$ cat config.mk
export PLATFORM = sky130hd
export DESIGN_NAME = chs_actuator_driver
export DESIGN_NICKNAME = d
export VERILOG_FILES = /design/src/rtl/chs_actuator_driver.sv
export SDC_FILE = /design/constraint.sdc
export NUM_CORES = 1
export LEC_CHECK = 0
export CAP_MARGIN = 20
export CORE_ASPECT_RATIO = 1.4
export CORE_MARGIN = 4
export CORE_UTILIZATION = 59
export CTS_BUF_LIST = sky130_fd_sc_hd__clkbuf_2 sky130_fd_sc_hd__clkbuf_4 sky130_fd_sc_hd__clkbuf_8
export CTS_CLUSTER_SIZE = 20
export DETAILED_ROUTE_END_ITERATION = 12
export DONT_BUFFER_PORTS = 1
export PLACE_DENSITY = 0.78
export SYNTH_ARGS = -nofsm -noshare
export SYNTH_HDL_FRONTEND = slang
export SYNTH_SLANG_ARGS = --single-unit
$ cat constraint.sdc
create_clock -name clk -period 1.79 [get_ports clk]
set_input_delay 0.179 -clock clk [delete_from_list [all_inputs] [get_ports clk]]
set_output_delay 0.179 -clock clk [all_outputs]
set_load 0.005 [all_outputs]
$ cat src/rtl/chs_actuator_driver.sv
// Heater/cooler actuator driver: interlocked enables, slew-limited level, PWM duty and stuck-stream fault.
// Latency: every output is registered, so an input change shows up one clock later; the level moves one step per window.
// Backpressure: none; the driver follows its inputs every clock and never stalls the controller.
module chs_actuator_driver #(
    parameter int WIN_LOG2      = 6,
    parameter int DEAD_CYCLES   = 16,
    parameter int STUCK_WINDOWS = 4
) (
    input  logic                clk,
    input  logic                arst,
    input  logic [3:0]          chs_power,
    input  logic                chs_mode,
    input  logic                pwm_data,
    output logic                heat_en,
    output logic                cool_en,
    output logic [3:0]          drive_level,
    output logic [WIN_LOG2:0]   duty_meas,
    output logic                pwm_fault
);

    localparam int DW = $clog2(DEAD_CYCLES + 1);
    localparam int SW = $clog2(STUCK_WINDOWS + 1);

    typedef enum logic [1:0] {IDLE, RUN, DRAIN, DEAD} state_t;

    logic [WIN_LOG2-1:0] win_cnt;
    logic [WIN_LOG2:0]   hi_cnt;
    logic [WIN_LOG2:0]   hi_nxt;
    logic                prev_pwm;
    logic                edge_seen;
    logic                win_edge;
    logic                tick;
    logic                mid_power;
    logic [SW-1:0]       stuck_cnt;
    logic [SW-1:0]       stuck_nxt;
    logic [3:0]          target;

    state_t              state, state_nxt;
    logic                active_mode, mode_nxt;
    logic [3:0]          level_nxt;
    logic [DW-1:0]       dead_cnt, dead_nxt;
    logic                en_nxt;

    assign tick      = &win_cnt;
    assign hi_nxt    = hi_cnt + {{WIN_LOG2{1'b0}}, pwm_data};
    assign win_edge  = edge_seen | (pwm_data ^ prev_pwm);
    assign mid_power = (chs_power != 4'd0) && (chs_power != 4'd15);
    assign target    = pwm_fault ? 4'd0 : chs_power;

    // A window only counts as stuck when the controller should be modulating.
    always_comb begin
        stuck_nxt = stuck_cnt;
        if (tick) begin
            if (!win_edge && mid_power) begin
                if (stuck_cnt != SW'(STUCK_WINDOWS))
                    stuck_nxt = stuck_cnt + SW'(1);
            end else begin
                stuck_nxt = '0;
            end
        end
    end

    always_ff @(posedge clk or negedge arst) begin
        if (!arst) begin
            win_cnt   <= '0;
            hi_cnt    <= '0;
            duty_meas <= '0;
            prev_pwm  <= 1'b0;
            edge_seen <= 1'b0;
            stuck_cnt <= '0;
            pwm_fault <= 1'b0;
        end else begin
            win_cnt   <= win_cnt + WIN_LOG2'(1);
            prev_pwm  <= pwm_data;
            stuck_cnt <= stuck_nxt;
            if (stuck_nxt == SW'(STUCK_WINDOWS))
                pwm_fault <= 1'b1;
            if (tick) begin
                duty_meas <= hi_nxt;
                hi_cnt    <= '0;
                edge_seen <= 1'b0;
            end else begin
                hi_cnt    <= hi_nxt;
                edge_seen <= win_edge;
            end
        end
    end

    always_comb begin
        state_nxt = state;
        mode_nxt  = active_mode;
        level_nxt = drive_level;
        dead_nxt  = dead_cnt;
        case (state)
            IDLE: begin
                level_nxt = 4'd0;
                if (target != 4'd0) begin
                    mode_nxt  = chs_mode;
                    state_nxt = RUN;
                end
            end
            RUN: begin
                if (chs_mode != active_mode || target == 4'd0) begin
                    state_nxt = DRAIN;
                end else if (tick) begin
                    if (drive_level < target)
                        level_nxt = drive_level + 4'd1;
                    else if (drive_level > target)
                        level_nxt = drive_level - 4'd1;
                end
            end
            DRAIN: begin
                // Reaching zero wins over a late return request so the changeover always completes.
                if (drive_level == 4'd0) begin
                    state_nxt = DEAD;
                    dead_nxt  = '0;
                end else if (chs_mode == active_mode && target != 4'd0) begin
                    state_nxt = RUN;
                end else if (tick) begin
                    level_nxt = drive_level - 4'd1;
                end
            end
            DEAD: begin
                if (dead_cnt == DW'(DEAD_CYCLES))
                    state_nxt = IDLE;
                else
                    dead_nxt = dead_cnt + DW'(1);
            end
            default: state_nxt = IDLE;
        endcase
    end

    // Enables are derived from the next state and mode, so at most one can ever be set.
    assign en_nxt = (state_nxt == RUN) || (state_nxt == DRAIN);

    always_ff @(posedge clk or negedge arst) begin
        if (!arst) begin
            state       <= IDLE;
            active_mode <= 1'b0;
            drive_level <= 4'd0;
            dead_cnt    <= '0;
            heat_en     <= 1'b0;
            cool_en     <= 1'b0;
        end else begin
            state       <= state_nxt;
            active_mode <= mode_nxt;
            drive_level <= level_nxt;
            dead_cnt    <= dead_nxt;
            heat_en     <= en_nxt & mode_nxt;
            cool_en     <= en_nxt & ~mode_nxt;
        end
    end

endmodule

==> results of run 1 <==
[Yosys cell counts (3+ instances only)]
cell type,n
xor2_1,8
and2_1,7
nor3_1,4
o21bai_1,3
and3_1,3
nor2_1,12
nand2_1,25
xnor2_1,6
inv_1,17
ha_1,20
dfrtp_1,40
mux2i_1,4
nor2b_1,3
o21ai_0,12
nand3_1,16
a21oi_1,8
[placed cells by master (no fill, tap or decap), drive strengths merged, types with 2 or more instances in the layout]
cell	netlist	final
clkbuf	2	5
ha	20	20
inv	17	18
xnor2	6	6
nand4	2	2
a211o	2	2
and3	4	4
a21oi	8	8
and2	7	7
nor2	12	12
o211ai	2	2
dlygate4sd3	0	2
nor4	2	2
dfrtp	40	40
and4bb	2	2
o21ai	12	12
buf	0	41
xor2	8	8
o32a	2	2
mux2i	4	4
a22o	2	2
o21bai	3	3
nor2b	3	3
nor3	4	4
nand3	17	17
nand2	25	25
[logic make-up (layout without fill, tap and decap cells)]
family,Yosys count,in the layout,share of synthesized area [%]
simple gates,82,82,18.96
compound gates,42,42,14.05
flops,40,40,45.15
fa+ha+maj,20,20,11.29
buf+inv,19,68,3.217
xor+xnor,14,14,5.531
mux,4,4,1.806
[worst max path at each step]
| stage | from | to | depth (start not counted) |
|---|---|---|---|
| after floorplan | pwm_fault$_DFFE_PN0N_ | drive_level[2]$_DFFE_PN0P_ | 9 |
| after global placement | pwm_fault$_DFFE_PN0N_ | drive_level[1]$_DFFE_PN0P_ | 9 |
| after detailed placement | pwm_fault$_DFFE_PN0N_ | drive_level[1]$_DFFE_PN0P_ | 9 |
| after CTS | pwm_fault$_DFFE_PN0N_ | drive_level[2]$_DFFE_PN0P_ | 9 |
| after global routing | pwm_fault$_DFFE_PN0N_ | drive_level[1]$_DFFE_PN0P_ | 9 |
| final | pwm_fault$_DFFE_PN0N_ | drive_level[1]$_DFFE_PN0P_ | 9 |
[critical path: cells and delay by family (launching register included)]
kind | cells | cell delay, ns
buf+inv | 1 | 0.09
fa+ha+maj | 1 | 0.27
flops | 1 | 0.40
simple gates | 3 | 0.25
compound gates | 4 | 0.81
[layout make-up]
| class | instances | area, µm² |
|---|---|---|
| fill | 234 | 837.1 |
| sequential | 40 | 1002 |
| timing repair buffer | 43 | 340.3 |
| clock buffer | 5 | 68.82 |
| inverter | 17 | 63.81 |
| tap | 42 | 52.55 |
| clock inverter | 3 | 46.29 |
| multi-input combinational | 162 | 1232 |
[state kept, by name, summed over array words and instances (netlist names)]
register and flops:
pwm_fault 1, cool_en 1, dead_cnt 5, edge_seen 1, state 2, duty_meas 7
prev_pwm 1, stuck_cnt 3, hi_cnt 7, drive_level 4, heat_en 1, active_mode 1
win_cnt 6
[stage by stage]
| step | cells | worst slack [ns] | instance area, µm² | TNS (ns) | hold slack, ns |
|---|---|---|---|---|---|
| after floorplan | 221 | -0.1272 | 2228 | -0.4254 | -0.1166 |
| after CTS | 312 | -0.07192 | 2779 | -0.2566 | 0.03676 |
| after global routing | 312 | -0.2299 | 2806 | -1.593 | 0.06582 |
| after global placement | 293 | -0.1080 | 2514 | -0.3602 | -0.1154 |
| final | 312 | -0.1464 | 2806 | -0.6196 | 0.04745 |
| after detailed placement | 293 | -0.1579 | 2514 | -0.5481 | -0.1153 |
[power groups by stage]
stage,registers [W],clock network [W],logic (W)
4_1_cts,0.00123,0.000772,0.00178
3_3_place_gp,0.00124,0,0.00153
5_1_grt,0.00126,0.000818,0.00203
6_report,0.00124,0.000768,0.00185
3_5_place_dp,0.00125,0,0.00157
2_1_floorplan,0.00127,0,0.00102
[layer usage]
metal	up-vias	part of all wire (%)
met5	-	0
met4	0	2.8
li1	871	-
met1	842	39
met2	36	54
met3	12	4.3
[repair_timing]
item	in CTS	in global routing
resized for setup	9	6
hold buffers	3	0
setup endpoints to repair	8	10
hold endpoints to repair	41	0
buffers inserted	8	0
pin swaps	7	2
==> impl_metrics.ini, run 1 <==
[status]
outcome = complete, but fails checks
violations = negative setup slack

[detailed_routing]
drt-initial-drc-count = 42
vias = 1761
wl_per_cell_um = 15.38
route.detailed.drc = 0
wirelength_mm = 4.800
ant_nets = 0
drt_pass1_iterations = 4
via_per_inst = 5.644

[min_path]
hold_class = in2reg
hold_path_depth = 2
whs_endpoint = active_mode$_DFF_PN0_
worstHoldStart = chs_mode

[grt]
grt_use_total_pct = 22.28
met3_usage_pct = 6.109
grt_remaining_overflow = 0
grt_pass1_wl_mm = 8.100
grt_util_met2_pct = 38.64
grtUsageMet1_pct = 24.64
antenna_found_initial = 0
grt_pass1_vias = 1859
grt_max_degree = 41
busiest_layer = met2

[placement]
place_congestion = 0.8445
portBuffers = 0
place_hpwl_mm = 3.254

[clocking]
insertion_delay_ns = 0.30
htreeDepth = 2
ctsLongestPathBuffers = 2
clk_pin_slew_worst_paths_ns = 0.09
cts_root_buf = clkbuf_8
numCtsBuffers = 5
cts_tree = done
cts_num_sinks = 40

[timing]
rsz0062_at_grt = yes
worst_slack_ns = -0.1464
maxSlewHeadroom_pct = 70.41
period_needed_ns = 1.936
period_share_pct = 108.2
maxSlewViolCount = 0
fmax_mhz = 516.4
tightestPinTransition_ns = 0.4397
setup_viol = 6
skew_ns = 0.007560
hold_viol = 0

[critical_path]
r2r_setup_slack_ns = -0.15
r2r-start = pwm_fault$_DFFE_PN0N_
timing.reg2reg.worst_path_depth = 9
r2r-end = drive_level[1]$_DFFE_PN0P_
cp-end-kind = flop
startpoint_type = flop
worstPathRequired_ns = 1.99
cp_data_arrival_time_ns = 2.13
cp_max_fo = 7
worstSetupPathType = reg2reg
worst_path_max_delay_cell = dfrtp_1
critPathMaxStageDelay_ns = 0.40
path_cells = inv_2 > nand2_2 > ha_4 > nor2b_4 > o211ai_1 > a211o_1 > o211ai_4 > nor2_1 > a22o_2

[power]
p_leak_nw = 1.332
p_clk_share_pct = 19.9
total_power_w = 0.003851
p_sw_share_pct = 35.97
p_seq_share_pct = 32.1
p_sw_w = 0.001385
p_comb_share_pct = 47.9
internal_power_w = 0.002466
ir_drop_uv = 1118
power_density_nw_per_um2 = 1372

[finish]
area_growth_pct = 26.58
insertedDiodeCount = 0
fin_util_pct = 77.03
nNetsFinal = 297
drive_gt1_share_pct = 30.00

[floorplan]
initial_core_util_pct = 60.85
die_area_um2 = 4817
chipWidth_um = 59.81
pin_count = 22
die_h_um = 80.53
std_cell_rows = 26
core_um2 = 3643

[logic_synthesis]
syn_area_per_cell_um2 = 10.03
synth_top_area_share_pct = 45.15
syn-num-nets = 249
ys_warn_count = 0
synth_cells = 221
synth_seq_cells = 40
synth_edf_count = 0
synth_area_leader_cell = dfrtp_1
synth_top_cells_by_area = dfrtp_1 (45%), ha_1 (11%), nand2_1 (4.2%)
yosysUniqueCellTypes = 45
yosysSeqAreaShare_pct = 45.15
async_reset_ff_share_pct = 100.0
synthesis.area_um2 = 2217
ys.flop_type = dfrtp_1

[job]
timing.max_cap.violations = 0
Note: power is estimated with default switching activity, not from simulation.
==> run 2, diff against run 1 <==
CELL_PAD_IN_SITES_DETAIL_PLACEMENT = 0   (was unset)
CELL_PAD_IN_SITES_GLOBAL_PLACEMENT = 1   (was unset)
CORE_UTILIZATION = 46   (was 59)
PLACE_DENSITY = unset   (was 0.78)
PLACE_DENSITY_LB_ADDON = 0.1   (was unset)
SETUP_SLACK_MARGIN = 0.4   (was unset)
==> run 2 against run 1 <==
Effect of this change:
- count of clock-buffer cells in the layout did not move
- wire length rose by 7.5%
- combinational power rose by 19%
- sequential power barely moved
- cell area rose by 12%
- maximum frequency rose by 2.8%
- core utilization fell by 9.0 points
- non-clock buffer count rose by 18
- setup slack improved by 0.053 ns
- critical path depth fell by 2
- the flow still finishes with violations (negative setup slack)
==> impl_metrics.ini, run 2 (same netlist as run 1, synthesis figures left out) <==
[status]
outcome = complete, but fails checks
violations = negative setup slack

[timing]
rsz0062_at_grt = yes
hold_ws_ns = 0.03799
worst_slack_ns = -0.09319
skew_ns = 0.004902
setup_viol = 8
maxSlewViolCount = 0
maxSlewHeadroom_pct = 71.11
fmax_mhz = 531.0
hold_viol = 0
tightestPinTransition_ns = 0.4294
setup_tns_ns = -0.4122
period_share_pct = 105.2
period_needed_ns = 1.883

[power]
p_leak_nw = 1.439
power_density_nw_per_um2 = 1297
total_power_w = 0.004064
ir_drop_uv = 874.9

[floorplan]
chipWidth_um = 66.68
die_h_um = 90.15
pin_count = 22
die_area_um2 = 6010
core_um2 = 4608
std_cell_rows = 29
initial_core_util_pct = 48.11

[critical_path]
critPathMaxStageDelay_ns = 0.40
path_buf_inv = 1
path_cells = inv_2 > ha_4 > and4bb_2 > nor2b_4 > o32a_1 > xor2_2 > and2_1
cp-end-kind = flop
worst_path_max_delay_cell = dfrtp_1
cp_max_fo = 5
cp_data_arrival_time_ns = 2.08
worstPathRequired_ns = 1.98
path_delay_family = simple AND/OR/NAND/NOR gates
worstSetupPathType = reg2reg
startpoint_type = flop

[finish]
final_common_cell = buf_4
ff_latch_area_um2 = 1003
area_growth_pct = 41.31
nNetsFinal = 315
fin_util_pct = 67.99
insertedDiodeCount = 0
reg_top3 = duty_meas (7), hi_cnt (7), win_cnt (6)
final_cell_mix = buf_4 (44), dfrtp_1 (38), nand2_1 (23), nand3_1 (15), buf_6 (14)
multi_input_area_um2 = 1373
drive_gt1_share_pct = 44.10
fill_cells = 361

[detailed_routing]
route.detailed.drc = 0
via_per_inst = 5.283
drt-initial-drc-count = 85
drt_pass1_iterations = 4
ant_nets = 0
wl_per_cell_um = 14.74
vias = 1849
wirelength_mm = 5.160

[clocking]
insertion_delay_ns = 0.30
numCtsBuffers = 5
ctsLongestPathBuffers = 2
clk_pin_slew_worst_paths_ns = 0.08
cts_root_buf = clkbuf_8
htreeDepth = 2
cts_num_sinks = 40
cts_tree = done

[grt]
antenna_found_initial = 0
grt_pass1_wl_mm = 8.562
grt_remaining_overflow = 0
grt_use_total_pct = 18.06
grt_max_degree = 41
grt_pass1_vias = 1945

[placement]
place_congestion = 0.8048
post-place-ws_ns = -0.1867
place_hpwl_mm = 3.455
portBuffers = 0

[min_path]
hold_class = in2reg

[job]
timing.max_cap.violations = 0
[run 2: cell count changes in the layout (fill, tap and decap cells not counted), sizes merged]
cell      delta
clkinv       +3
clkinvlp     -1
buf         +18
bufinv       -1
inv          -1
[run 2: cell type report]
class / instances / share of cell area [%]
Clock inverter: 3 / 0.5990
Clock buffer: 5 / 2.196
Inverter: 17 / 2.037
Tap cell: 62 / 2.476
Multi-Input combinational cell: 162 / 43.81
Sequential cell: 40 / 32.03
Timing Repair Buffer: 61 / 16.85
[run 2: final timing paths]
path | cells after the start | slack [ns] | from | end
worst max register to register | 7 | -0.09 | state[0]$_DFF_PN0_ | cool_en$_DFF_PN0_
worst min register to register | 1 | 0.48 | win_cnt[4]$_DFF_PN0_ | win_cnt[4]$_DFF_PN0_
max in group asynchronous | 2 | 1.24 | arst | drive_level[0]$_DFFE_PN0P_
worst min-delay path | 2 | 0.04 | chs_mode | active_mode$_DFF_PN0_
worst max-delay path | 7 | -0.09 | state[0]$_DFF_PN0_ | cool_en$_DFF_PN0_
min in group asynchronous | 2 | 0.33 | arst | duty_meas[5]$_DFFE_PN0P_
[run 2: power breakdown]
part           switching, W  internal (W)
combinational      0.000993       0.00122
sequential         0.000160       0.00109
clock              0.000329      0.000272
[run 2: per-stage QoR]
stage	cells	cell area [µm²]
3_3_place_gp	310	2565
5_1_grt	350	3133
6_report	350	3133
2_1_floorplan	221	2288
4_1_cts	340	2915
3_5_place_dp	310	2565
[run 2: layer usage]
| layer | track usage, % | share of wire, % | wire length, µm |
|---|---|---|---|
| met3 | 4.988 | 3.7 | 189 |
| met2 | 29.72 | 53 | 2720 |
| met5 | 0 | 0 | 0 |
| met1 | 21.61 | 42 | 2160 |
| met4 | 7.627 | 1.7 | 89 |
[run 2: timing repair]
| action | CTS | global route |
|---|---|---|
| resized for setup | 21 | 34 |
| setup endpoints to repair | 17 | 18 |
| setup buffers | 19 | 10 |
| endpoints found under the hold margin | 41 | 0 |
| hold buffers | 3 | 0 |
| pin swaps | 18 | 18 |
==> run 3, diff against run 2 <==
RECOVER_POWER = 50   (was unset)
==> run 3 against run 2 <==
Effect of this change:
- the flow still finishes with violations (negative setup slack)
- global-route usage is the same
- combinational power is essentially flat
- sequential share of layout area grew 0.19 points
- critical endpoint unchanged
- critical path depth is the same
- setup slack is essentially flat
- cell area shrank 0.60%
- clock power is essentially flat
- register-to-register slack is essentially flat
- critical path type unchanged
- cell count is the same
==> impl_metrics.ini, run 3 (same netlist as run 1, synthesis figures left out) <==
[critical_path]
timing.reg2reg.worst_path_depth = 7
r2r-start = state[0]$_DFF_PN0_
critPathMaxStageDelay_ns = 0.40
worstPathRequired_ns = 1.98
r2r-end = cool_en$_DFF_PN0_
cp_data_arrival_time_ns = 2.08
startpoint_type = flop
worstSetupPathType = reg2reg
path_cells = inv_2 > ha_4 > and4bb_2 > nor2b_4 > o32a_1 > xor2_2 > and2_1
cp-end-kind = flop
cp_max_fo = 5
worst_path_max_delay_cell = dfrtp_1
r2r_setup_slack_ns = -0.09

[power]
p_leak_nw = 1.430
ir_drop_uv = 874.8
power_density_nw_per_um2 = 1304

[finish]
area_growth_pct = 40.46
fill_cells = 365
final_cell_mix = buf_4 (43), dfrtp_1 (38), nand2_1 (23), nand3_1 (15), buf_6 (14)
reg_top3 = duty_meas (7), hi_cnt (7), win_cnt (6)
drive_gt1_share_pct = 43.75
post-route-cell-area_um2 = 3114
fin_util_pct = 67.58
final_common_cell = buf_4
insertedDiodeCount = 0
nNetsFinal = 315

[placement]
place_congestion = 0.8048
post_dp_cell_area_um2 = 2565
portBuffers = 0
place_hpwl_mm = 3.455

[timing]
maxSlewHeadroom_pct = 35.15
fmax_mhz = 531.0
hold_viol = 0
setup_viol = 8
period_needed_ns = 1.883
tightestPinTransition_ns = 0.9727
worst_slack_ns = -0.09316
setup_tns_ns = -0.4121
maxSlewViolCount = 0
skew_ns = 0.004902
rsz0062_at_grt = yes
period_share_pct = 105.2

[grt]
grt_remaining_overflow = 0
grt_pass1_wl_mm = 8.562
grt_pass1_vias = 1945
antenna_found_initial = 0
grt_use_total_pct = 18.06
grt_max_degree = 41

[min_path]
whs_endpoint = active_mode$_DFF_PN0_
hold_class = in2reg
worstHoldStart = chs_mode
hold_path_depth = 2

[detailed_routing]
via_per_inst = 5.286
ant_nets = 0
wl_per_cell_um = 14.74
drt_pass1_iterations = 4
vias = 1850
wirelength_mm = 5.159
route.detailed.drc = 0
drt-initial-drc-count = 83

[floorplan]
die_h_um = 90.15
die_area_um2 = 6010
chipWidth_um = 66.68
pin_count = 22
core_um2 = 4608
initial_core_util_pct = 48.11
std_cell_rows = 29

[clocking]
cts_tree = done
cts_root_buf = clkbuf_8
clk_pin_slew_worst_paths_ns = 0.08
cts_num_sinks = 40
htreeDepth = 2
ctsLongestPathBuffers = 2
insertion_delay_ns = 0.30
numCtsBuffers = 5

[job]
timing.max_cap.violations = 0

[status]
outcome = complete, but fails checks
violations = negative setup slack
[run 3: changes by cell type in the layout (fill, tap and decap cells not counted)]
| cell | delta |
|---|---|
| clkbuf_2 | +1 |
| buf_4 | -1 |
| clkbuf_1 | +1 |
| buf_12 | -1 |
[run 3: layout make-up]
type / count / area, µm² / area share [%]
Timing Repair Buffer: 61 / 509.2 / 16.35
Clock inverter: 3 / 18.77 / 0.6027
Multi-Input combinational cell: 162 / 1373 / 44.07
Inverter: 17 / 63.81 / 2.049
Tap cell: 62 / 77.57 / 2.491
Clock buffer: 5 / 68.82 / 2.210
Sequential cell: 40 / 1003 / 32.22
[run 3: routing by layer]
metal	up-vias	part of all wire [%]	GRT usage, %
met2	30	53	29.72
met5	-	0	0
li1	904	-	-
met1	908	42	21.61
met3	8	3.7	4.988
met4	0	1.7	7.627
[run 3: metrics by stage]
step | hold WS, ns | power (W) | std cells | setup slack [ns]
final | 0.03791 | 0.004060 | 350 | -0.09316
after global routing | 0.03340 | 0.004351 | 350 | -0.1925
after CTS | 0.02721 | 0.003762 | 340 | -0.07548
after detailed placement | -0.1155 | 0.002863 | 310 | -0.1867
after global placement | -0.1157 | 0.002812 | 310 | -0.1163
after floorplan | -0.1166 | 0.002315 | 221 | -0.1272
[run 3: worst max path at each step]
| stage | startpoint | end | slack (ns) | depth (start not counted) |
|---|---|---|---|---|
| floorplan | pwm_fault$_DFFE_PN0N_ | drive_level[2]$_DFFE_PN0P_ | -0.13 | 9 |
| global placement | pwm_fault$_DFFE_PN0N_ | drive_level[1]$_DFFE_PN0P_ | -0.12 | 9 |
| detailed placement | pwm_fault$_DFFE_PN0N_ | drive_level[1]$_DFFE_PN0P_ | -0.19 | 9 |
| CTS | pwm_fault$_DFFE_PN0N_ | drive_level[2]$_DFFE_PN0P_ | -0.08 | 9 |
| global route | pwm_fault$_DFFE_PN0N_ | drive_level[2]$_DFFE_PN0P_ | -0.19 | 9 |
| finish | state[0]$_DFF_PN0_ | cool_en$_DFF_PN0_ | -0.09 | 7 |
[run 3: critical path: cells and delay by family (launching register included)]
family | cells | cell delay [ns]
flops | 1 | 0.40
compound gates | 1 | 0.40
xor+xnor | 1 | 0.17
fa+ha+maj | 1 | 0.17
buf+inv | 1 | 0.08
simple gates | 3 | 0.55
[run 3: what timing repair did]
action                     4_1_cts  5_1_grt
resized for setup               21       34
hold endpoints to repair        41        0
setup buffers                   19       10
pin swaps                       18       18
setup endpoints to repair       17       18
hold buffers                     3        0
[run 3: where the power goes]
group / leakage (nW) / switching, W / internal (W)
logic: 0.918 / 0.000992 / 0.00121
clock network: 0.0479 / 0.000329 / 0.000272
registers: 0.465 / 0.000160 / 0.00109
